===== src/rtl/pipeline_hazard_ctrl_pkg.sv =====
// Shared encodings for the 5-stage pipeline hazard controller.
// ResultSrc, forwarding-select and memory-wait FSM state definitions.
package pipeline_hazard_ctrl_pkg;

   localparam logic [1:0] RES_ALU = 2'b00;
   localparam logic [1:0] RES_MEM = 2'b01;
   localparam logic [1:0] RES_PC4 = 2'b10;
   localparam logic [1:0] RES_IMM = 2'b11;

   localparam logic [1:0] FWD_RF  = 2'b00;
   localparam logic [1:0] FWD_WB  = 2'b01;
   localparam logic [1:0] FWD_MEM = 2'b10;

   typedef enum logic {
      RUN  = 1'b0,
      WAIT = 1'b1
   } state_t;

endpackage


===== src/rtl/pipeline_hazard_ctrl_if.sv =====
// Pipeline-to-hazard-controller bundle: register ids, EX/MEM status in; stalls, flushes, selects out.
// master = pipeline datapath side, slave = hazard controller.
interface pipeline_hazard_ctrl_if #(
   parameter int PCW = 32
);
   logic [4:0]     Rs1D, Rs2D;
   logic [4:0]     Rs1E, Rs2E, RdE;
   logic [4:0]     RdM, RdW;
   logic           RegWriteM, RegWriteW;
   logic [1:0]     ResultSrcE;
   logic           PCSrcE;
   logic           MemReqM, MemReadyM;

   logic           StallF, StallD, StallE, StallM;
   logic           FlushD, FlushE, FlushW;
   logic [1:0]     ForwardAE, ForwardBE;
   logic           MemErr;
   logic [PCW-1:0] StallCnt, FlushCnt;

   modport master (
      output Rs1D, Rs2D, Rs1E, Rs2E, RdE, RdM, RdW,
      output RegWriteM, RegWriteW, ResultSrcE, PCSrcE, MemReqM, MemReadyM,
      input  StallF, StallD, StallE, StallM, FlushD, FlushE, FlushW,
      input  ForwardAE, ForwardBE, MemErr, StallCnt, FlushCnt
   );

   modport slave (
      input  Rs1D, Rs2D, Rs1E, Rs2E, RdE, RdM, RdW,
      input  RegWriteM, RegWriteW, ResultSrcE, PCSrcE, MemReqM, MemReadyM,
      output StallF, StallD, StallE, StallM, FlushD, FlushE, FlushW,
      output ForwardAE, ForwardBE, MemErr, StallCnt, FlushCnt
   );

endinterface


===== src/rtl/pipeline_hazard_ctrl_sat_counter.sv =====
// Saturating event counter: counts cycles with inc high, sticks at all-ones.
// Count visible one cycle after the event; no backpressure.
module sat_counter #(
   parameter int PCW = 32
) (
   input  logic           clk,
   input  logic           rst_n,
   input  logic           inc,
   output logic [PCW-1:0] count
);

   logic [PCW-1:0] count_q, count_d;

   always_comb begin
      count_d = count_q;
      if (inc && (count_q != '1)) begin
         count_d = count_q + PCW'(1);
      end
   end

   always_ff @(posedge clk or negedge rst_n) begin
      if (!rst_n) begin
         count_q <= '0;
      end else begin
         count_q <= count_d;
      end
   end

   assign count = count_q;

endmodule


===== src/rtl/pipeline_hazard_ctrl.sv =====
// Hazard controller: forwarding selects, load-use/branch handling and a memory-wait FSM with timeout.
// Stall/flush/forward outputs are combinational (zero added latency); memory backpressure freezes IF..MEM.
module pipeline_hazard_ctrl
   import pipeline_hazard_ctrl_pkg::*;
#(
   parameter int TIMEOUT = 255,
   parameter int CW      = 8,
   parameter int PCW     = 32
) (
   input  logic                 clk,
   input  logic                 rst_n,
   pipeline_hazard_ctrl_if.slave hz
);

   state_t         state_q, state_d;
   logic [CW-1:0]  wait_cnt_q, wait_cnt_d;
   logic           mem_err_q, mem_err_d;

   logic           lw_stall;
   logic           mem_miss;
   logic           timeout_hit;
   logic           mem_stall;
   logic           stall_any;
   logic           flush_any;
   logic [PCW-1:0] stall_cnt, flush_cnt;

   // MEM stage has the newer value, so it wins over WB; x0 is never forwarded.
   always_comb begin
      hz.ForwardAE = FWD_RF;
      if (hz.RegWriteM && (hz.RdM != 5'd0) && (hz.RdM == hz.Rs1E)) begin
         hz.ForwardAE = FWD_MEM;
      end else if (hz.RegWriteW && (hz.RdW != 5'd0) && (hz.RdW == hz.Rs1E)) begin
         hz.ForwardAE = FWD_WB;
      end

      hz.ForwardBE = FWD_RF;
      if (hz.RegWriteM && (hz.RdM != 5'd0) && (hz.RdM == hz.Rs2E)) begin
         hz.ForwardBE = FWD_MEM;
      end else if (hz.RegWriteW && (hz.RdW != 5'd0) && (hz.RdW == hz.Rs2E)) begin
         hz.ForwardBE = FWD_WB;
      end
   end

   assign lw_stall    = (hz.ResultSrcE == RES_MEM) && (hz.RdE != 5'd0) &&
                        ((hz.RdE == hz.Rs1D) || (hz.RdE == hz.Rs2D));
   assign mem_miss    = hz.MemReqM && !hz.MemReadyM && !mem_err_q;
   assign timeout_hit = (state_q == WAIT) && (wait_cnt_q == CW'(TIMEOUT));
   assign mem_stall   = ((state_q == RUN) && mem_miss) ||
                        ((state_q == WAIT) && !hz.MemReadyM && !timeout_hit);

   always_comb begin
      hz.StallF = 1'b0;
      hz.StallD = 1'b0;
      hz.StallE = 1'b0;
      hz.StallM = 1'b0;
      hz.FlushD = 1'b0;
      hz.FlushE = 1'b0;
      hz.FlushW = 1'b0;
      if (!rst_n) begin
         hz.FlushD = 1'b1;
         hz.FlushE = 1'b1;
         hz.FlushW = 1'b1;
      end else if (mem_stall) begin
         // Whole front end frozen; WB gets a bubble while EX keeps its instruction.
         hz.StallF = 1'b1;
         hz.StallD = 1'b1;
         hz.StallE = 1'b1;
         hz.StallM = 1'b1;
         hz.FlushW = 1'b1;
      end else begin
         hz.StallF = lw_stall;
         hz.StallD = lw_stall;
         hz.FlushD = hz.PCSrcE;
         hz.FlushE = hz.PCSrcE | lw_stall;
      end
   end

   always_comb begin
      state_d    = state_q;
      wait_cnt_d = wait_cnt_q;
      mem_err_d  = mem_err_q;
      case (state_q)
         RUN: begin
            if (mem_miss) begin
               state_d    = WAIT;
               wait_cnt_d = CW'(1);
            end
         end
         WAIT: begin
            if (hz.MemReadyM) begin
               state_d    = RUN;
               wait_cnt_d = '0;
            end else if (timeout_hit) begin
               state_d    = RUN;
               wait_cnt_d = '0;
               mem_err_d  = 1'b1;
            end else begin
               wait_cnt_d = wait_cnt_q + CW'(1);
            end
         end
         default: begin
            state_d    = RUN;
            wait_cnt_d = '0;
         end
      endcase
   end

   always_ff @(posedge clk or negedge rst_n) begin
      if (!rst_n) begin
         state_q    <= RUN;
         wait_cnt_q <= '0;
         mem_err_q  <= 1'b0;
      end else begin
         state_q    <= state_d;
         wait_cnt_q <= wait_cnt_d;
         mem_err_q  <= mem_err_d;
      end
   end

   assign stall_any = hz.StallF | hz.StallD | hz.StallE | hz.StallM;
   assign flush_any = rst_n & (hz.FlushD | hz.FlushE);

   sat_counter #(.PCW(PCW)) u_stall_cnt (
      .clk   (clk),
      .rst_n (rst_n),
      .inc   (stall_any),
      .count (stall_cnt)
   );

   sat_counter #(.PCW(PCW)) u_flush_cnt (
      .clk   (clk),
      .rst_n (rst_n),
      .inc   (flush_any),
      .count (flush_cnt)
   );

   assign hz.MemErr   = mem_err_q;
   assign hz.StallCnt = stall_cnt;
   assign hz.FlushCnt = flush_cnt;

endmodule


===== src/flat_wrapper.sv =====
// flat-port wrapper written by rule: the top's interface ports become plain ports
module pipeline_hazard_ctrl_flat import pipeline_hazard_ctrl_pkg::*;
#(
   parameter int TIMEOUT = 255,
   parameter int CW      = 8,
   parameter int PCW     = 32
)
  (clk, rst_n, hz_Rs1D, hz_Rs2D, hz_Rs1E, hz_Rs2E, hz_RdE, hz_RdM, hz_RdW, hz_RegWriteM, hz_RegWriteW, hz_ResultSrcE, hz_PCSrcE, hz_MemReqM, hz_MemReadyM, hz_StallF, hz_StallD, hz_StallE, hz_StallM, hz_FlushD, hz_FlushE, hz_FlushW, hz_ForwardAE, hz_ForwardBE, hz_MemErr, hz_StallCnt, hz_FlushCnt);
  pipeline_hazard_ctrl_if #(.PCW(PCW)) hz_i ();
  input  logic clk;
  input  logic rst_n;
  input wire logic [$bits(hz_i.Rs1D)-1:0] hz_Rs1D;
  input wire logic [$bits(hz_i.Rs2D)-1:0] hz_Rs2D;
  input wire logic [$bits(hz_i.Rs1E)-1:0] hz_Rs1E;
  input wire logic [$bits(hz_i.Rs2E)-1:0] hz_Rs2E;
  input wire logic [$bits(hz_i.RdE)-1:0] hz_RdE;
  input wire logic [$bits(hz_i.RdM)-1:0] hz_RdM;
  input wire logic [$bits(hz_i.RdW)-1:0] hz_RdW;
  input wire logic [$bits(hz_i.RegWriteM)-1:0] hz_RegWriteM;
  input wire logic [$bits(hz_i.RegWriteW)-1:0] hz_RegWriteW;
  input wire logic [$bits(hz_i.ResultSrcE)-1:0] hz_ResultSrcE;
  input wire logic [$bits(hz_i.PCSrcE)-1:0] hz_PCSrcE;
  input wire logic [$bits(hz_i.MemReqM)-1:0] hz_MemReqM;
  input wire logic [$bits(hz_i.MemReadyM)-1:0] hz_MemReadyM;
  output wire logic [$bits(hz_i.StallF)-1:0] hz_StallF;
  output wire logic [$bits(hz_i.StallD)-1:0] hz_StallD;
  output wire logic [$bits(hz_i.StallE)-1:0] hz_StallE;
  output wire logic [$bits(hz_i.StallM)-1:0] hz_StallM;
  output wire logic [$bits(hz_i.FlushD)-1:0] hz_FlushD;
  output wire logic [$bits(hz_i.FlushE)-1:0] hz_FlushE;
  output wire logic [$bits(hz_i.FlushW)-1:0] hz_FlushW;
  output wire logic [$bits(hz_i.ForwardAE)-1:0] hz_ForwardAE;
  output wire logic [$bits(hz_i.ForwardBE)-1:0] hz_ForwardBE;
  output wire logic [$bits(hz_i.MemErr)-1:0] hz_MemErr;
  output wire logic [$bits(hz_i.StallCnt)-1:0] hz_StallCnt;
  output wire logic [$bits(hz_i.FlushCnt)-1:0] hz_FlushCnt;
  assign hz_i.Rs1D = hz_Rs1D;
  assign hz_i.Rs2D = hz_Rs2D;
  assign hz_i.Rs1E = hz_Rs1E;
  assign hz_i.Rs2E = hz_Rs2E;
  assign hz_i.RdE = hz_RdE;
  assign hz_i.RdM = hz_RdM;
  assign hz_i.RdW = hz_RdW;
  assign hz_i.RegWriteM = hz_RegWriteM;
  assign hz_i.RegWriteW = hz_RegWriteW;
  assign hz_i.ResultSrcE = hz_ResultSrcE;
  assign hz_i.PCSrcE = hz_PCSrcE;
  assign hz_i.MemReqM = hz_MemReqM;
  assign hz_i.MemReadyM = hz_MemReadyM;
  assign hz_StallF = hz_i.StallF;
  assign hz_StallD = hz_i.StallD;
  assign hz_StallE = hz_i.StallE;
  assign hz_StallM = hz_i.StallM;
  assign hz_FlushD = hz_i.FlushD;
  assign hz_FlushE = hz_i.FlushE;
  assign hz_FlushW = hz_i.FlushW;
  assign hz_ForwardAE = hz_i.ForwardAE;
  assign hz_ForwardBE = hz_i.ForwardBE;
  assign hz_MemErr = hz_i.MemErr;
  assign hz_StallCnt = hz_i.StallCnt;
  assign hz_FlushCnt = hz_i.FlushCnt;
  pipeline_hazard_ctrl #(.TIMEOUT(TIMEOUT), .CW(CW), .PCW(PCW)) u_core (.clk(clk), .rst_n(rst_n), .hz(hz_i));
endmodule

===== config.mk =====
export PLATFORM = sky130hd
export DESIGN_NAME = pipeline_hazard_ctrl_flat
export DESIGN_NICKNAME = d
export VERILOG_FILES = /design/src/rtl/pipeline_hazard_ctrl_pkg.sv /design/src/rtl/pipeline_hazard_ctrl_if.sv /design/src/rtl/pipeline_hazard_ctrl_sat_counter.sv /design/src/rtl/pipeline_hazard_ctrl.sv /design/src/flat_wrapper.sv
export SDC_FILE = /design/constraint.sdc
export NUM_CORES = 1
export LEC_CHECK = 0
export ABC_AREA = 0
export CORE_UTILIZATION = 40
export DETAILED_ROUTE_END_ITERATION = 12
export DONT_BUFFER_PORTS = 1
export SLEW_MARGIN = 20
export SYNTH_ARGS = -nofsm -noshare
export SYNTH_HDL_FRONTEND = slang
export SYNTH_SLANG_ARGS = --single-unit

===== constraint.sdc =====
create_clock -name clk -period 2.4 [get_ports clk]
set_clock_uncertainty 0.2 [all_clocks]
set_input_delay 0.36 -clock clk [delete_from_list [all_inputs] [get_ports clk]]
set_output_delay 0.36 -clock clk [all_outputs]
set_load 0.05 [all_outputs]

# Word-level counts from Yosys, hierarchy flattened
# Index checks and enable logic that the tools add are counted.
[op_classes]
n_addsub = 3
n_eq_ne = 11
n_mux = 21
n_bitwise = 7
reduce_logical = 25
[op_table]
columns = ["op", "n"]
rows = [
  ["$add A32 B1 Y32 const B", 2],
  ["$ne A32 B32 Y1 const B", 2],
  ["$eq A5 B5 Y1", 6],
  ["$mux W8", 3],
  ["$logic_and A1 B1 Y1", 16],
  ["$pmux W8 S2", 1],
  ["$reduce_bool A5 Y1", 3],
  ["$mux W1", 14],
  ["$add A8 B1 Y8 const B", 1],
  ["$eq A8 B8 Y1 const B", 1],
  ["$mux W2", 2],
  ["$or A1 B1 Y1", 4],
  ["$logic_not A1 Y1", 3],
  ["$reduce_and A3 Y1", 1],
  ["$eq A2 B1 Y1 const B", 1],
  ["$logic_or A1 B1 Y1", 2],
  ["$ne A2 B1 Y1 const B", 1],
  ["$not A1 Y1", 2],
  ["$pmux W1 S2", 1],
  ["$and A1 B1 Y1", 1],
]
[word_totals]
reg_bits = 74
input_bits = 44
output_inout_bits = 76
wordCells = 72

# Depth between registers and ports, before layout
[logic_depth]
ltp_word = 10
ltp_mapped = 9
depth_no_buf = 8

# Hierarchy
# A second synthesis with hierarchy kept.
[unflattened]
hier_cells = 421
hier_area_um2 = 4242.8
[by_module_without_submodules]
columns = ["module", "instances", "cells_each", "area_each_um2", "seq_area_each_um2"]
rows = [
  ["sat_counter", 2, 151, 1624.1, 800.8],
  ["pipeline_hazard_ctrl", 1, 119, 994.7, 250.2],
]

# Least setup slack after synthesis
# Ideal clock, no wire load.
[synth_path]
path_type = "input-to-output"
start = "input hz_RdM[1]"
end = "output hz_ForwardAE[0]"
arrival_ns = 2.937
required_ns = 1.840
setup_slack_ns = -1.097
stages = 4
path_buffers = 0
cell_sequence = "or4_1 -> o21ai_0 -> nor4_1 -> nor4_1"
[synth_between]
elab_chain_cells = 4
word_cells_on_any_way = 5
cone_classes = "1 x eq/ne; 1 x mux; 3 x reduce/logical"
[synth_rtl]
columns = ["item", "line_no", "rtl"]
rows = [
  ["start: declaration", "flat_wrapper.sv:17", "input wire logic [$bits(hz_i.RdM)-1:0] hz_RdM;"],
  ["$reduce_bool A5 Y1", "pipeline_hazard_ctrl.sv:30", "if (hz.RegWriteM && (hz.RdM != 5'd0) && (hz.RdM == hz.Rs1E)) begin"],
  ["$logic_and A1 B1 Y1", "pipeline_hazard_ctrl.sv:30", ""],
  ["$logic_and A1 B1 Y1 *", "pipeline_hazard_ctrl.sv:30", ""],
  ["$mux W2 *", "pipeline_hazard_ctrl.sv:30", ""],
  ["end: declaration", "flat_wrapper.sv:32", "output wire logic [$bits(hz_i.ForwardAE)-1:0] hz_ForwardAE;"],
]
# Mark *: on every way between the ends. The rest lies on a longest branch, timed or not.

# Final worst setup path
[layout_path]
start = "register u_core.wait_cnt_q[0]"
end = "output hz_StallD"
[layout_between]
elab_chain_cells = 7
[layout_rtl]
columns = ["item", "line_no", "rtl"]
rows = [
  ["start: declaration", "pipeline_hazard_ctrl.sv:16", "logic [CW-1:0] wait_cnt_q, wait_cnt_d;"],
  ["start signal: assignment", "pipeline_hazard_ctrl.sv:115", "wait_cnt_q <= wait_cnt_d;"],
  ["$eq A8 B8 Y1", "pipeline_hazard_ctrl.sv:47", "assign timeout_hit = (state_q == WAIT) && (wait_cnt_q == CW'(TIMEOUT));"],
  ["$logic_and A1 B1 Y1", "pipeline_hazard_ctrl.sv:47", ""],
  ["$logic_not A1 Y1", "pipeline_hazard_ctrl.sv:49", "((state_q == WAIT) && !hz.MemReadyM && !timeout_hit);"],
  ["$logic_and A1 B1 Y1", "pipeline_hazard_ctrl.sv:49", ""],
  ["$logic_or A1 B1 Y1", "pipeline_hazard_ctrl.sv:48", "assign mem_stall = ((state_q == RUN) && mem_miss) ||"],
  ["$mux W1", "pipeline_hazard_ctrl.sv:63", "end else if (mem_stall) begin"],
  ["$mux W1", "pipeline_hazard_ctrl.sv:59", "if (!rst_n) begin"],
  ["end: declaration", "flat_wrapper.sv:26", "output wire logic [$bits(hz_i.StallD)-1:0] hz_StallD;"],
]
# No other way between the ends.

==> flow_summary.json <==
{
  "worstSetupPathType": "reg -> out",
  "root_buffer": "clkbuf_8",
  "worstSkewPairLatency_ps": 370,
  "worstPathMaxFanout": 2,
  "antenna_left": 0,
  "synth_edf_count": 0,
  "multi_input_area_mm2": 0.00223,
  "hpwl_um": 6930,
  "gp_congestion": 0.809,
  "global_route.usage.total_pct": 18.9,
  "swShare_pct": 34.4,
  "start_util_pct": 41.0,
  "cp-start-kind": "flop",
  "core_mm2": 0.00973,
  "port_buffers": 0,
  "final_nets": 535,
  "p_leak_nw": 2.33,
  "drtIter0Drc": 85,
  "viasPerCell": 5.06,
  "die_area_mm2": 0.0104,
  "first_global_vias": 3139,
  "vdd_ir_drop_max_mv": 0.533,
  "grt_max_degree": 75,
  "yosysWarnings": 0,
  "path_buf_inv": 2,
  "diodes": 0,
  "vias": 3167,
  "synth_top_area_share_pct": 46.4,
  "worstHoldStart": "hz_MemReadyM",
  "period_minus_slack_ps": 2380,
  "finalSetupViolations": 0,
  "hold_ws_ps": 117,
  "numCtsBuffers": 9,
  "reg2reg_depth": 10,
  "rsz0062_at_grt": "yes",
  "power.switching_mw": 1.13,
  "internal_power_mw": 2.15,
  "cts_tree": "yes",
  "arrival_ps": 1820,
  "drive_above_1_share_pct": 30.6,
  "cts.sinks": 74,
  "crit_path_cell_trace": "ha_4 > nand4_4 > nor3_4 > nor3b_4 > a31oi_4 > clkinvlp_4 > buf_12",
  "final_util_pct": 54.3,
  "tightest_slew_ps": 458,
  "clock_tree.buffer_depth": 2,
  "maxSlewViolCount": 0,
  "r2r_slack_ps": 50,
  "pin_count": 120,
  "syn-cell-area_mm2": 0.00399,
  "ys_seq_area_share_pct": 46.4,
  "outcome": "finished, final reports clean",
  "syn_area_per_cell_um2": 10.3,
  "die_w_um": 102,
  "reg2reg_to": "u_core.u_flush_cnt.count[13]",
  "yosysTopAreaCell": "dfrtp_1",
  "seqPwrFrac_pct": 42.7,
  "routed_wl_um": 9340,
  "crit_path_top_delay_cell": "dfrtp_1",
  "critical_path_required_ps": 1840,
  "r2r_start": "u_core.wait_cnt_q[0]",
  "hold_viol": 0,
  "firstDrtPassIters": 6,
  "die_y_um": 102,
  "num_rows": 36,
  "end_kind": "output port",
  "yosys-top-cells-area": "dfrtp_1 (46%), xnor2_1 (14%), xor2_1 (6.1%), nand3_1 (4.8%), nand2_1 (3.7%)",
  "n_fill_cell": 905,
  "synthTopCellsByCount": "dfrtp_1 (74), xnor2_1 (65), nand2_1 (39), nand3_1 (38), xor2_1 (28)",
  "synth-seq-cells": 74,
  "slew_headroom_pct": 69.4,
  "synth_ff_type": "dfrtp_1",
  "syn_inst": 386,
  "synth_cell_type_count": 51,
  "fin_crit_sh_pct": 99.3,
  "whs_endpoint": "u_core.hz.MemErr",
  "htree_levels": 3,
  "path_clk_slew_ps": 80,
  "syn_nets": 433,
  "grt_pass1_wl_um": 14900,
  "power.density_mw_per_mm2": 621,
  "startpoint": "u_core.wait_cnt_q[0]",
  "hold_path_depth": 2,
  "yosysMostFrequentCell": "dfrtp_1",
  "cpPeakStageDelay_ps": 400,
  "register_area_mm2": 0.00186,
  "area_growth_pct": 32.4,
  "min_path_type": "in -> reg",
  "grt.overflow.total": 0,
  "wire_per_inst_um": 14.9,
  "clkPwrFrac_pct": 31.6,
  "drc": 0,
  "fmax_mhz": 420,
  "antenna_found_initial": 0,
  "cap_violations": 0,
  "crit_family": "flip-flops",
  "async_flop_share_pct": 100,
  "pwr-share-comb_pct": 25.7
}
-- through the flow --
step                TNS (ps)  cells  area, um2  setup slack [ps]  total power, mW
detailed placement     -41.6    597       4890             -20.9             2.23
finish                     0    626       5280              16.7             3.28
global route            -486    626       5280              -115             3.43
global placement           0    597       4890              25.4             2.20
CTS                     -480    621       5200              -116             3.33
floorplan              -3550    386       4110              -218             2.00
-- power by group through the flow --
stage               Clock (mW)  Combinational, mW  Sequential [mW]
finish                    1.04              0.843             1.40
CTS                       1.08              0.848             1.40
global route              1.12              0.903             1.41
detailed placement           0              0.803             1.43
floorplan                    0              0.275             1.73
global placement             0              0.785             1.42
-- cell type report --
type | count | share of cell area, %
Multi-Input combinational cell | 301 | 42.2
Sequential cell | 74 | 35.1
Timing Repair Buffer | 95 | 14.9
Tap cell | 133 | 3.15
Clock buffer | 11 | 2.87
Clock inverter | 5 | 1.18
Inverter | 7 | 0.568
-- repair_timing --
action / in CTS / in global routing
buffers inserted: 6 / 5
hold buffers: 2 / 0
resized for setup: 3 / 12
setup endpoints to repair: 5 / 19
endpoints found under the hold margin: 74 / 0
pin swaps: 5 / 7
-- kinds of logic (layout without fill, tap and decap cells) --
family | after synthesis | in the layout | synth area share (%)
and+or+nand+nor | 173 | 173 | 24.8
xor gates and xnor gates | 93 | 93 | 20.4
DFF | 74 | 74 | 46.4
AOI/OAI and AO/OA | 30 | 30 | 5.61
buffers and inverters | 11 | 118 | 1.25
adders and majority gates | 3 | 3 | 0.941
muxes | 2 | 2 | 0.564
-- layout by cell type, fill, tap and decap left out, types with 3 or more instances in the layout --
cell type	instances
buf_4	84
dfrtp_1	70
xnor2_1	65
nand2_1	39
nand3_1	38
xor2_1	28
nor2_1	22
nand4_1	15
clkbuf_8	11
o21ai_0	9
nor3_1	8
and3_1	7
buf_6	7
inv_1	6
or4_1	4
nor4_4	4
and4_1	4
o31ai_1	4
dfrtp_2	4
o21ai_2	3
or3_1	3
nor3_4	3
clkinvlp_4	3
nor3_2	3
-- routing by layer --
layer	part of all wire, %	track usage [%]	vias up	routed length, um
met2	49	30.9	86	4620
met3	6.1	6.63	12	567
li1	-	-	1558	-
met5	0	0	-	0
met4	1.3	6.81	0	123
met1	43	23.0	1511	4030
-- state kept, by name, summed over array words and instances (netlist names) --
register / count
u_core.wait_cnt_q: 8
u_core.u_stall_cnt.count: 32
u_core.u_flush_cnt.count: 32
u_core.state_q: 1
u_core.hz.MemErr: 1
-- worst max-delay path by stage --
stage	end	cells after the start	slack (ps)
floorplan	hz_StallF	7	-220
global placement	hz_StallF	5	30
detailed placement	hz_StallD	7	-20
CTS	hz_StallD	7	-120
global route	hz_StallD	7	-110
finish	hz_StallD	7	20
No activity file was read; power rests on OpenSTA's default activity.
